[src/rtl/panel_mem_ctrl.sv]
// Front-panel memory controller: keys and switches edit an address/data pair, then issue clear/write/read.
// Optional key debounce is built in when PANEL_DEBOUNCE_EN is defined.
module panel_mem_ctrl #(
  parameter int unsigned NUM_SW  = 4,
  parameter int unsigned ADDR_W  = 25,
  parameter int unsigned DATA_W  = 16,
  parameter int unsigned TIMEOUT = 1023,
  parameter int unsigned DEB_CYC = 65535
) (
  input  logic                clk,
  input  logic                rst,
  input  logic                key0,
  input  logic                key1,
  input  logic [NUM_SW-1:0]   switches,
  input  logic                mem_done,
  input  logic [DATA_W-1:0]   mem_rdata,
  output logic                mem_req,
  output logic                mem_we,
  output logic                mem_clr,
  output logic [ADDR_W-1:0]   mem_addr,
  output logic [DATA_W-1:0]   mem_wdata,
  output logic [1:0]          mode_out,
  output logic [1:0]          stage_level,
  output logic [4*NUM_SW-1:0] display_data,
  output logic                io_done,
  output logic                err
);

  localparam int unsigned PAGE_W = 4 * NUM_SW;
  localparam int unsigned SYNC_W = NUM_SW + 2;
  localparam int unsigned A_DIG  = (ADDR_W + 3) / 4;
  localparam int unsigned D_DIG  = (DATA_W + 3) / 4;
  localparam int unsigned WAIT_W = (TIMEOUT > 2) ? $clog2(TIMEOUT) : 1;

  if (ADDR_W <= PAGE_W || ADDR_W > 2 * PAGE_W) begin : gBadAddrW
    $error("panel_mem_ctrl: ADDR_W out of legal range");
  end
  if (DATA_W > PAGE_W || TIMEOUT == 0 || DEB_CYC == 0) begin : gBadParam
    $error("panel_mem_ctrl: illegal DATA_W, TIMEOUT or DEB_CYC");
  end

  typedef enum logic [2:0] {CLEAR, WRITE, READ, ADDR_LO, ADDR_HI, DATA, ISSUE, WAIT} stateT;

  // Two-flop synchroniser plus one delayed copy for rising-edge detection.
  logic [SYNC_W-1:0] syncMeta, syncLvl, syncPrev;
  always_ff @(posedge clk) begin
    if (rst) begin
      syncMeta <= '0;
      syncLvl  <= '0;
      syncPrev <= '0;
    end else begin
      syncMeta <= {switches, key1, key0};
      syncLvl  <= syncMeta;
      syncPrev <= syncLvl;
    end
  end

  logic [NUM_SW-1:0] swEvt;
  logic [1:0]        keyEvt;
  logic              key0Evt, key1Evt;

  assign swEvt = syncLvl[SYNC_W-1:2] & ~syncPrev[SYNC_W-1:2];

`ifdef PANEL_DEBOUNCE_EN
  localparam int unsigned DEB_W = $clog2(DEB_CYC + 1);

  for (genvar k = 0; k < 2; k++) begin : gDeb
    logic [DEB_W-1:0] stableCnt;
    logic             debLvl, debEvt, same;

    assign same      = (syncLvl[k] == syncPrev[k]);
    assign keyEvt[k] = debEvt;

    // stableCnt holds how many consecutive cycles the current level has been seen.
    always_ff @(posedge clk) begin
      if (rst) begin
        stableCnt <= '0;
        debLvl    <= 1'b0;
        debEvt    <= 1'b0;
      end else begin
        debEvt <= 1'b0;
        if (!same) stableCnt <= DEB_W'(1);
        else if (stableCnt != DEB_W'(DEB_CYC)) stableCnt <= stableCnt + DEB_W'(1);
        if (same && stableCnt >= DEB_W'(DEB_CYC - 1) && debLvl != syncLvl[k]) begin
          debLvl <= syncLvl[k];
          debEvt <= syncLvl[k];
        end
      end
    end
  end
`else
  assign keyEvt = syncLvl[1:0] & ~syncPrev[1:0];
`endif

  assign key0Evt = keyEvt[0];
  assign key1Evt = keyEvt[1];

  stateT state, parent;
  logic  inLo, inHi, inData;
  assign inLo   = (state == ADDR_LO);
  assign inHi   = (state == ADDR_HI);
  assign inData = (state == DATA);

  // Digit incrementers; a partial top digit wraps within its own width, absent digits never exist.
  logic [ADDR_W-1:0] addrNext;
  logic [DATA_W-1:0] wdataNext;

  for (genvar d = 0; d < A_DIG; d++) begin : gAddrDig
    localparam int unsigned LO = 4 * d;
    localparam int unsigned W  = (ADDR_W - LO >= 4) ? 4 : ADDR_W - LO;
    logic hit;
    if (d < NUM_SW) begin : gLoPage
      assign hit = inLo & swEvt[d];
    end else begin : gHiPage
      assign hit = inHi & swEvt[d - NUM_SW];
    end
    assign addrNext[LO +: W] = mem_addr[LO +: W] + W'(hit);
  end

  for (genvar d = 0; d < D_DIG; d++) begin : gDataDig
    localparam int unsigned LO = 4 * d;
    localparam int unsigned W  = (DATA_W - LO >= 4) ? 4 : DATA_W - LO;
    assign wdataNext[LO +: W] = mem_wdata[LO +: W] + W'(inData & swEvt[d]);
  end

  function automatic logic [1:0] modeCode(input stateT s);
    case (s)
      CLEAR:   modeCode = 2'b00;
      WRITE:   modeCode = 2'b10;
      READ:    modeCode = 2'b01;
      default: modeCode = 2'b11;
    endcase
  endfunction

  logic [DATA_W-1:0] rdata, rdataNext;
  logic [WAIT_W-1:0] waitCnt, waitCntNext;
  stateT             stateNext, parentNext;
  logic              reqNext, weNext, clrNext, doneNext, errNext;
  logic [1:0]        modeNext, stageNext;
  logic [PAGE_W-1:0] dispNext;

  // Next-state and next-output logic; key0 is tested first so it wins over key1.
  always_comb begin
    stateNext   = state;
    parentNext  = parent;
    reqNext     = mem_req;
    weNext      = mem_we;
    clrNext     = mem_clr;
    doneNext    = 1'b0;
    errNext     = err;
    rdataNext   = rdata;
    waitCntNext = waitCnt;
    modeNext    = 2'b11;
    stageNext   = 2'b00;
    dispNext    = PAGE_W'(rdata);

    if (key0Evt) errNext = 1'b0;

    case (state)
      CLEAR:
        if (key0Evt) stateNext = WRITE;
        else if (key1Evt) begin
          stateNext  = ISSUE;
          parentNext = CLEAR;
        end
      WRITE:
        if (key0Evt) stateNext = READ;
        else if (key1Evt) begin
          stateNext  = ADDR_LO;
          parentNext = WRITE;
        end
      READ:
        if (key0Evt) stateNext = CLEAR;
        else if (key1Evt) begin
          stateNext  = ADDR_LO;
          parentNext = READ;
        end
      ADDR_LO:
        if (key0Evt) stateNext = parent;
        else if (key1Evt) stateNext = ADDR_HI;
      ADDR_HI:
        if (key0Evt) stateNext = parent;
        else if (key1Evt) stateNext = (parent == WRITE) ? DATA : ISSUE;
      DATA:
        if (key0Evt) stateNext = parent;
        else if (key1Evt) stateNext = ISSUE;
      ISSUE: begin
        stateNext   = WAIT;
        waitCntNext = '0;
      end
      WAIT:
        if (mem_done) begin
          stateNext = parent;
          reqNext   = 1'b0;
          weNext    = 1'b0;
          clrNext   = 1'b0;
          doneNext  = 1'b1;
          if (parent == READ) rdataNext = mem_rdata;
        end else if (waitCnt == WAIT_W'(TIMEOUT - 1)) begin
          stateNext = parent;
          reqNext   = 1'b0;
          weNext    = 1'b0;
          clrNext   = 1'b0;
          errNext   = 1'b1;
        end else begin
          waitCntNext = waitCnt + WAIT_W'(1);
        end
      default: stateNext = CLEAR;
    endcase

    if (stateNext == ISSUE) begin
      reqNext = 1'b1;
      weNext  = (parentNext == WRITE);
      clrNext = (parentNext == CLEAR);
    end

    // Edit stages show the parent mode; the display follows the page being edited.
    case (stateNext)
      ADDR_LO: begin
        modeNext  = modeCode(parentNext);
        stageNext = 2'b01;
        dispNext  = addrNext[PAGE_W-1:0];
      end
      ADDR_HI: begin
        modeNext  = modeCode(parentNext);
        stageNext = 2'b10;
        dispNext  = PAGE_W'(addrNext[ADDR_W-1:PAGE_W]);
      end
      DATA: begin
        modeNext  = modeCode(parentNext);
        stageNext = 2'b11;
        dispNext  = PAGE_W'(wdataNext);
      end
      default: begin
        modeNext = modeCode(stateNext);
        dispNext = PAGE_W'(rdataNext);
      end
    endcase
  end

  always_ff @(posedge clk) begin
    if (rst) begin
      state        <= CLEAR;
      parent       <= CLEAR;
      waitCnt      <= '0;
      rdata        <= '0;
      mem_req      <= 1'b0;
      mem_we       <= 1'b0;
      mem_clr      <= 1'b0;
      mem_addr     <= '0;
      mem_wdata    <= '0;
      mode_out     <= 2'b00;
      stage_level  <= 2'b00;
      display_data <= '0;
      io_done      <= 1'b0;
      err          <= 1'b0;
    end else begin
      state        <= stateNext;
      parent       <= parentNext;
      waitCnt      <= waitCntNext;
      rdata        <= rdataNext;
      mem_req      <= reqNext;
      mem_we       <= weNext;
      mem_clr      <= clrNext;
      mem_addr     <= addrNext;
      mem_wdata    <= wdataNext;
      mode_out     <= modeNext;
      stage_level  <= stageNext;
      display_data <= dispNext;
      io_done      <= doneNext;
      err          <= errNext;
    end
  end

endmodule

[config.mk]
export PLATFORM = sky130hd
export DESIGN_NAME = panel_mem_ctrl
export DESIGN_NICKNAME = d
export VERILOG_FILES = /design/src/rtl/panel_mem_ctrl.sv
export SDC_FILE = /design/constraint.sdc
export NUM_CORES = 1
export LEC_CHECK = 0
export CORE_MARGIN = 4
export CORE_UTILIZATION = 47
export DETAILED_ROUTE_END_ITERATION = 12
export GPL_TIMING_DRIVEN = 0
export PLACE_DENSITY = 0.84
export SYNTH_ARGS = -nofsm -noshare
export SYNTH_HDL_FRONTEND = slang
export SYNTH_SLANG_ARGS = --single-unit
[constraint.sdc]
create_clock -name clk -period 2.6 [get_ports clk]
set_input_delay 0.39 -clock clk [delete_from_list [all_inputs] [get_ports clk]]
set_output_delay 0.39 -clock clk [all_outputs]
set_load 0.005 [all_outputs]
# Yosys cells after proc, flatten, opt, wreduce, memory -nomap -nowiden

Cells that the tools add are included.

Flip-flop bits (word level): 116
Output and inout bits: 66
Word-level logic and storage cells: 118

Add/sub/neg operators: 12
Equal/unequal tests: 20
Mux-type cells: 43
Bitwise logic cells: 16
Reduce and logical (&&, ||, !) cells: 10

Operators with widths:

| cell                  | count |
|---|---|
| $mux 3                | 18 |
| $mux 16               | 3 |
| $pmux 16 s3           | 1 |
| $add 4x1->4           | 10 |
| $pmux 3 s8            | 1 |
| $eq 3x3->1 const B    | 7 |
| $mux 10               | 2 |
| $pmux 10 s2           | 1 |
| $eq 3x2->1 const B    | 6 |
| $pmux 2 s3            | 3 |
| $eq 3x1->1 const B    | 4 |
| $and 1x1->1           | 11 |
| $mux 1                | 11 |
| $add 10x1->10 const B | 1 |
| $eq 10x10->1 const B  | 1 |
| $logic_not 3->1       | 3 |
| $pmux 3 s3            | 1 |
| $and 4x4->4           | 1 |
| $mux 2                | 2 |
| $ne 2x2->1 const B    | 2 |
| $not 4->4             | 1 |
| $reduce_bool 2->1     | 2 |
| $reduce_and 3->1      | 1 |
| $reduce_bool 3->1     | 1 |
| other kinds (7)       | 7 |

# Logic depth before layout (Yosys ltp)

Word-level depth: 8
Mapped depth: 10

# Least setup slack after synthesis

No wires, ideal clock.

Path type: flip-flop to flip-flop
Start: register waitCnt[0]
End: register display_data[15]
Data arrival time: 2413 ps
Required time: 2473 ps
Path slack: 60 ps
Cell stages (with the launch flop): 10
Buffers on the path: 1
Period minus slack after synthesis: 2540 ps
Cells stage by stage: dfxtp_1 inv_1 ha_1 nand4_1 or4_1 o21a_1 a211oi_1 a21oi_1 clkbuf_1 o2bb2ai_1

Longest elaborated chain between the ends: 6

RTL lines:

| what                                     | RTL line | source |
|---|---|---|
| start, declared                          | 136      | `logic [WAIT_W-1:0] waitCnt, waitCntNext;` |
| start signal, assigned                   | 260      | `waitCnt <= waitCntNext;` |
| $eq 10x10->1 (*)                         | 199      | `end else if (waitCnt == WAIT_W'(TIMEOUT - 1)) begin` |
| $mux 3 (*)                               | 199      |  |
| $mux 3 (*)                               | 192      | `if (mem_done) begin` |
| $pmux 3 s8 (*)                           | 159      | `case (state)` |
| $eq 3x3->1 or $eq 3x2->1 (tied branches) | 218      | `case (stateNext)` |
| $pmux 16 s3 (*)                          | 218      |  |
| end signal, assigned                     | 269      | `display_data <= dispNext;` |
| end, declared                            | 24       | `output logic [4*NUM_SW-1:0] display_data,` |

Every way passes the cells marked *; elsewhere a longest branch is shown, timed or not.
A chain may end at the register's enable or synchronous reset.

# Worst setup path in the final report

Start: register waitCnt[0]
End: register mem_we

Longest elaborated chain between the ends: 7

RTL lines:

| what                                                                    | RTL line | source |
|---|---|---|
| $eq 10x10->1 (*)                                                        | 199      |  |
| $mux 3                                                                  | 199      |  |
| $mux 3                                                                  | 192      |  |
| $pmux 3 s8                                                              | 159      |  |
| $eq 3x3->1                                                              | 211      | `if (stateNext == ISSUE) begin` |
| $reduce_bool 3->1 (no source line) or $reduce_bool 2->1 (tied branches) | --       |  |
| $reduce_and 2->1 (no source line)                                       | --       |  |
| end signal, assigned                                                    | 263      | `mem_we <= weNext;` |
| end, declared                                                           | 18       | `output logic mem_we,` |

Marked as above.

==> impl_metrics.prom <==
# TYPE chip_impl_metric gauge
chip_impl_info{name="holdCritPathClass",value="in -> reg"} 1
chip_impl_metric{name="clockBufferDepth",unit=""} 2
chip_impl_info{name="cts.root.buffer_cell",value="clkbuf_8"} 1
chip_impl_metric{name="final_design_area_no_fill",unit="sq um"} 6710
chip_impl_metric{name="whs_path_depth",unit=""} 2
chip_impl_metric{name="switchingPower",unit="uW"} 1410
chip_impl_metric{name="final.setup.worst_slack",unit="ps"} 41.2
chip_impl_info{name="post-synth-top-count-cell",value="dfxtp_1"} 1
chip_impl_metric{name="drt.antenna.violating_nets",unit=""} 0
chip_impl_metric{name="grt_pass1_vias",unit=""} 4221
chip_impl_metric{name="initialDrtViolationCount",unit=""} 436
chip_impl_metric{name="antenna-diode-count",unit=""} 0
chip_impl_metric{name="routed-via-count",unit=""} 4334
chip_impl_info{name="critPathLaunchType",value="flip-flop"} 1
chip_impl_metric{name="dp_slack",unit="ps"} -743
chip_impl_metric{name="fraction_of_met2_tracks_used_by_global_routing",unit="%"} 39.9
chip_impl_metric{name="tritoncts.num_buffers",unit=""} 17
chip_impl_metric{name="synth-seq-cells",unit=""} 116
chip_impl_metric{name="multi_input_gate_area",unit="sq um"} 2400
chip_impl_info{name="globalRoute.busiestLayer",value="met2"} 1
chip_impl_metric{name="clock_network_power_share",unit="%"} 45.2
chip_impl_metric{name="core_region_area",unit="sq um"} 9820
chip_impl_metric{name="drc_errors",unit=""} 0
chip_impl_metric{name="worst_ir_drop_vdd",unit="mV"} 0.520
chip_impl_metric{name="die_height",unit="microns"} 108
chip_impl_metric{name="synth.mux.area_fraction",unit="%"} 4.46
chip_impl_metric{name="crit_fanout",unit=""} 5
chip_impl_metric{name="pwr-share-comb",unit="%"} 16.7
chip_impl_metric{name="floorplan.die_area",unit="sq um"} 11800
chip_impl_metric{name="placedInstanceArea",unit="sq um"} 5810
chip_impl_metric{name="timing.final.setup_violations",unit=""} 0
chip_impl_metric{name="r2r_slack",unit="ps"} 40
chip_impl_metric{name="use_met1",unit="%"} 30.7
chip_impl_metric{name="max_slew_violations",unit=""} 0
chip_impl_metric{name="part_of_the_total_power_dissipated_in_sequential_elements",unit="%"} 38.2
chip_impl_info{name="reg2reg_to",value="mem_we$_SDFFE_PP0P_"} 1
chip_impl_metric{name="die_x",unit="microns"} 108
chip_impl_metric{name="post_synth.cell_area_avg",unit="sq um"} 9.63
chip_impl_metric{name="syn_inst",unit=""} 493
chip_impl_metric{name="cts_hold_buffers",unit=""} 0
chip_impl_metric{name="h-tree-depth",unit=""} 4
chip_impl_metric{name="worstPathRequired",unit="ps"} 3060
chip_impl_metric{name="post_synth_fa_ha_maj_area_fraction",unit="%"} 5.80
chip_impl_metric{name="worstRegToRegCells",unit=""} 9
chip_impl_metric{name="slew-limit-headroom",unit="%"} 57.2
chip_impl_metric{name="mappedNetlistArea",unit="sq um"} 4750
chip_impl_info{name="worstReg2RegStart",value="waitCnt[0]$_SDFFE_PP0P_"} 1
chip_impl_metric{name="synth_enable_flop_cells",unit=""} 0
chip_impl_metric{name="synth.net_count",unit=""} 540
chip_impl_metric{name="port-buffer-count",unit=""} 90
chip_impl_metric{name="power_density",unit="nW/um^2"} 727
chip_impl_metric{name="post_synthesis_simple_gate_area_fraction",unit="%"} 19.6
chip_impl_metric{name="synthToLayoutAreaGrowth",unit="%"} 41.3
chip_impl_metric{name="worstMarginPinSlew",unit="ps"} 641
chip_impl_metric{name="sum_of_routed_wire_length_over_all_layers",unit="microns"} 14000
chip_impl_metric{name="internal_power",unit="uW"} 3470
chip_impl_metric{name="finalCoreUtilization",unit="%"} 68.3
chip_impl_metric{name="drive_gt1_share",unit="%"} 15.4
chip_impl_info{name="yosys_most_used_dff",value="dfxtp_1"} 1
chip_impl_metric{name="initial_utilization",unit="%"} 48.3
chip_impl_metric{name="synth_cell_type_count",unit=""} 57
chip_impl_metric{name="clock_insertion_delay_worst_skew",unit="ps"} 520
chip_impl_info{name="synth_commonest_cells",value="116 x dfxtp_1, 81 x nor2_1, 37 x nor2b_1, 22 x ha_1, 21 x nand3_1"} 1
chip_impl_metric{name="num-fill-cells",unit=""} 754
chip_impl_metric{name="ys_seq_area_share",unit="%"} 48.9
chip_impl_metric{name="synth_top_area_share",unit="%"} 48.9
chip_impl_metric{name="area.sequential",unit="sq um"} 2330
chip_impl_metric{name="wl_per_cell",unit="microns"} 18.3
chip_impl_metric{name="grt_usage",unit="%"} 24.2
chip_impl_metric{name="grt_pass1_wl",unit="microns"} 21700
chip_impl_metric{name="synthArstFlopShare",unit="%"} 0
chip_impl_info{name="min-delay-start",value="switches[0]"} 1
chip_impl_metric{name="switching_share",unit="%"} 28.8
chip_impl_metric{name="critical_path_arrival",unit="ps"} 3010
chip_impl_metric{name="overflow",unit=""} 0
chip_impl_info{name="synth_top_area_cell",value="dfxtp_1"} 1
chip_impl_metric{name="initial_antenna_violation_count",unit=""} 0
chip_impl_info{name="rsz0062_at_grt",value="yes"} 1
chip_impl_metric{name="globalplace.congestion",unit=""} 0.901
chip_impl_info{name="run_status",value="completed"} 1
chip_impl_metric{name="cap_viol_max_count",unit=""} 0
chip_impl_metric{name="power.static_leakage",unit="uW"} 0.00270
chip_impl_info{name="holdPathEnd",value="syncMeta[2]$_SDFF_PP0_"} 1
chip_impl_metric{name="path_clk_slew",unit="ps"} 60
chip_impl_metric{name="detailedRoute.firstPassIterationCount",unit=""} 7
chip_impl_metric{name="met3_global_route_usage",unit="%"} 6.63
chip_impl_metric{name="timing.final.crit_period",unit="ps"} 2560
chip_impl_info{name="cp-end-kind",value="flip-flop"} 1
chip_impl_info{name="worst_setup_path_type",value="reg -> reg"} 1
chip_impl_metric{name="clock_skew",unit="ps"} 5.02
chip_impl_metric{name="maxClockFrequency",unit="GHz"} 0.391
chip_impl_metric{name="final-hold-violation-count",unit=""} 0
chip_impl_metric{name="finalCritPeriodShare",unit="%"} 98.4
chip_impl_metric{name="pin_count",unit=""} 91
chip_impl_metric{name="finalPower",unit="uW"} 4880
chip_impl_metric{name="nets",unit=""} 669
chip_impl_info{name="tritoncts",value="done"} 1
chip_impl_metric{name="timing.setup.tns",unit="ps"} 0
chip_impl_metric{name="cts.sink_count",unit=""} 116
chip_impl_metric{name="hpwl",unit="microns"} 9650
chip_impl_metric{name="synthesis.yosys.warnings",unit=""} 0
chip_impl_metric{name="route.detailed.vias_per_inst",unit=""} 5.64
chip_impl_metric{name="synth_area_in_xor_xnor",unit="%"} 5.35
chip_impl_metric{name="grt_start_max_net_pins",unit=""} 17
chip_impl_metric{name="synth_compound_area_share",unit="%"} 12.8
chip_impl_info{name="yosys-top-cells-area",value="dfxtp_1 49%, nor2_1 6.4%, ha_1 5.8%"} 1
chip_impl_metric{name="fp-row-count",unit=""} 36
chip_impl_info{name="combinational_family_with_the_most_area_after_synthesis",value="simple AND/OR/NAND/NOR gates"} 1
==> power groups by stage <==
stage | Combinational, uW | Sequential [uW] | Clock [uW]
5_1_grt | 852 | 1870 | 2300
3_5_place_dp | 626 | 1900 | 0
3_3_place_gp | 621 | 1900 | 0
6_report | 813 | 1860 | 2200
4_1_cts | 736 | 1860 | 2210
2_1_floorplan | 352 | 1900 | 0
==> metal layers <==
layer	vias to the layer above	part of all wire [%]	wire, microns
li1	1989	-	-
met5	-	0	0
met2	242	49	6850
met3	47	7.8	1100
met4	0	2.9	407
met1	2056	40	5670
==> kinds of logic after synthesis <==
kind of cell / count (synthesis)
fa+ha+maj: 22
flops: 116
xor+xnor: 29
simple gates: 186
buf+inv: 36
mux: 21
compound gates: 83
==> cell type report <==
class | instances | share of cell area, %
well taps | 133 | 2.48
inverters | 12 | 0.672
clock buffers | 17 | 6.17
repair buffers | 111 | 16.0
multi-input cells | 341 | 35.8
flip-flops and latches | 116 | 34.8
plain buffers | 23 | 1.87
clock inverters | 15 | 2.26
==> sequential cells by signal, summed over array words and instances, names as in the netlist <==
name,count
io_done,1
mem_addr,25
display_data,16
mem_wdata,16
parent,3
mem_clr,1
mem_we,1
syncMeta,6
rdata,16
err,1
mem_req,1
syncPrev,6
stage_level,2
state,3
waitCnt,10
syncLvl,6
mode_out,2
==> repair_timing <==
action / in CTS / in global routing
pin swaps: 10 / 9
setup buffers: 15 / 6
endpoints found under the hold margin: 0 / 0
resized for setup: 28 / 31
setup endpoints to repair: 26 / 25
==> how the worst max path moves through the flow <==
stage | start | end | slack (ps) | cells past startpoint
finish | waitCnt[0]$_SDFFE_PP0P_ | mem_we$_SDFFE_PP0P_ | 40 | 9
global route | waitCnt[0]$_SDFFE_PP0P_ | mem_we$_SDFFE_PP0P_ | -60 | 9
CTS | waitCnt[5]$_SDFFE_PP0P_ | mem_we$_SDFFE_PP0P_ | 4 | 8
detailed placement | state[0]$_SDFF_PP0_ | display_data[14]$_SDFF_PP0_ | -740 | 8
global placement | state[0]$_SDFF_PP0_ | display_data[15]$_SDFF_PP0_ | -780 | 8
floorplan | waitCnt[0]$_SDFFE_PP0P_ | display_data[15]$_SDFF_PP0_ | 60 | 9
==> worst max-delay path, stage by stage (launching register included) <==
cell	delay [ps]
dfxtp_2	320
inv_2	60
ha_1	140
nand4_1	190
o31a_1	350
buf_6	140
o41a_1	440
or3_4	360
or3b_4	380
a21oi_2	110
==> layout by cell type, fill, tap and decap left out, types with 4 or more instances in the layout <==
cell type,n
dfxtp_1,110
clkdlybuf4s50_1,90
nor2_1,80
nor2b_1,36
buf_4,23
ha_1,22
nand3_1,21
mux2i_1,20
xnor2_1,17
clkbuf_16,16
xor2_1,12
inv_1,11
a21oi_1,11
clkbuf_1,10
nand2_1,10
a22oi_1,8
nand2b_1,7
nand4_1,7
o22ai_1,7
nor3_1,6
o21ai_0,6
clkinv_4,6
o2bb2ai_1,5
dfxtp_2,5
a221o_1,4
==> metrics by stage <==
stage,cells,hold WS (ps)
floorplan,493,414
global placement,716,418
detailed placement,716,426
CTS,762,406
global route,768,407
finish,768,417
No activity file was read; power rests on OpenSTA's default activity.
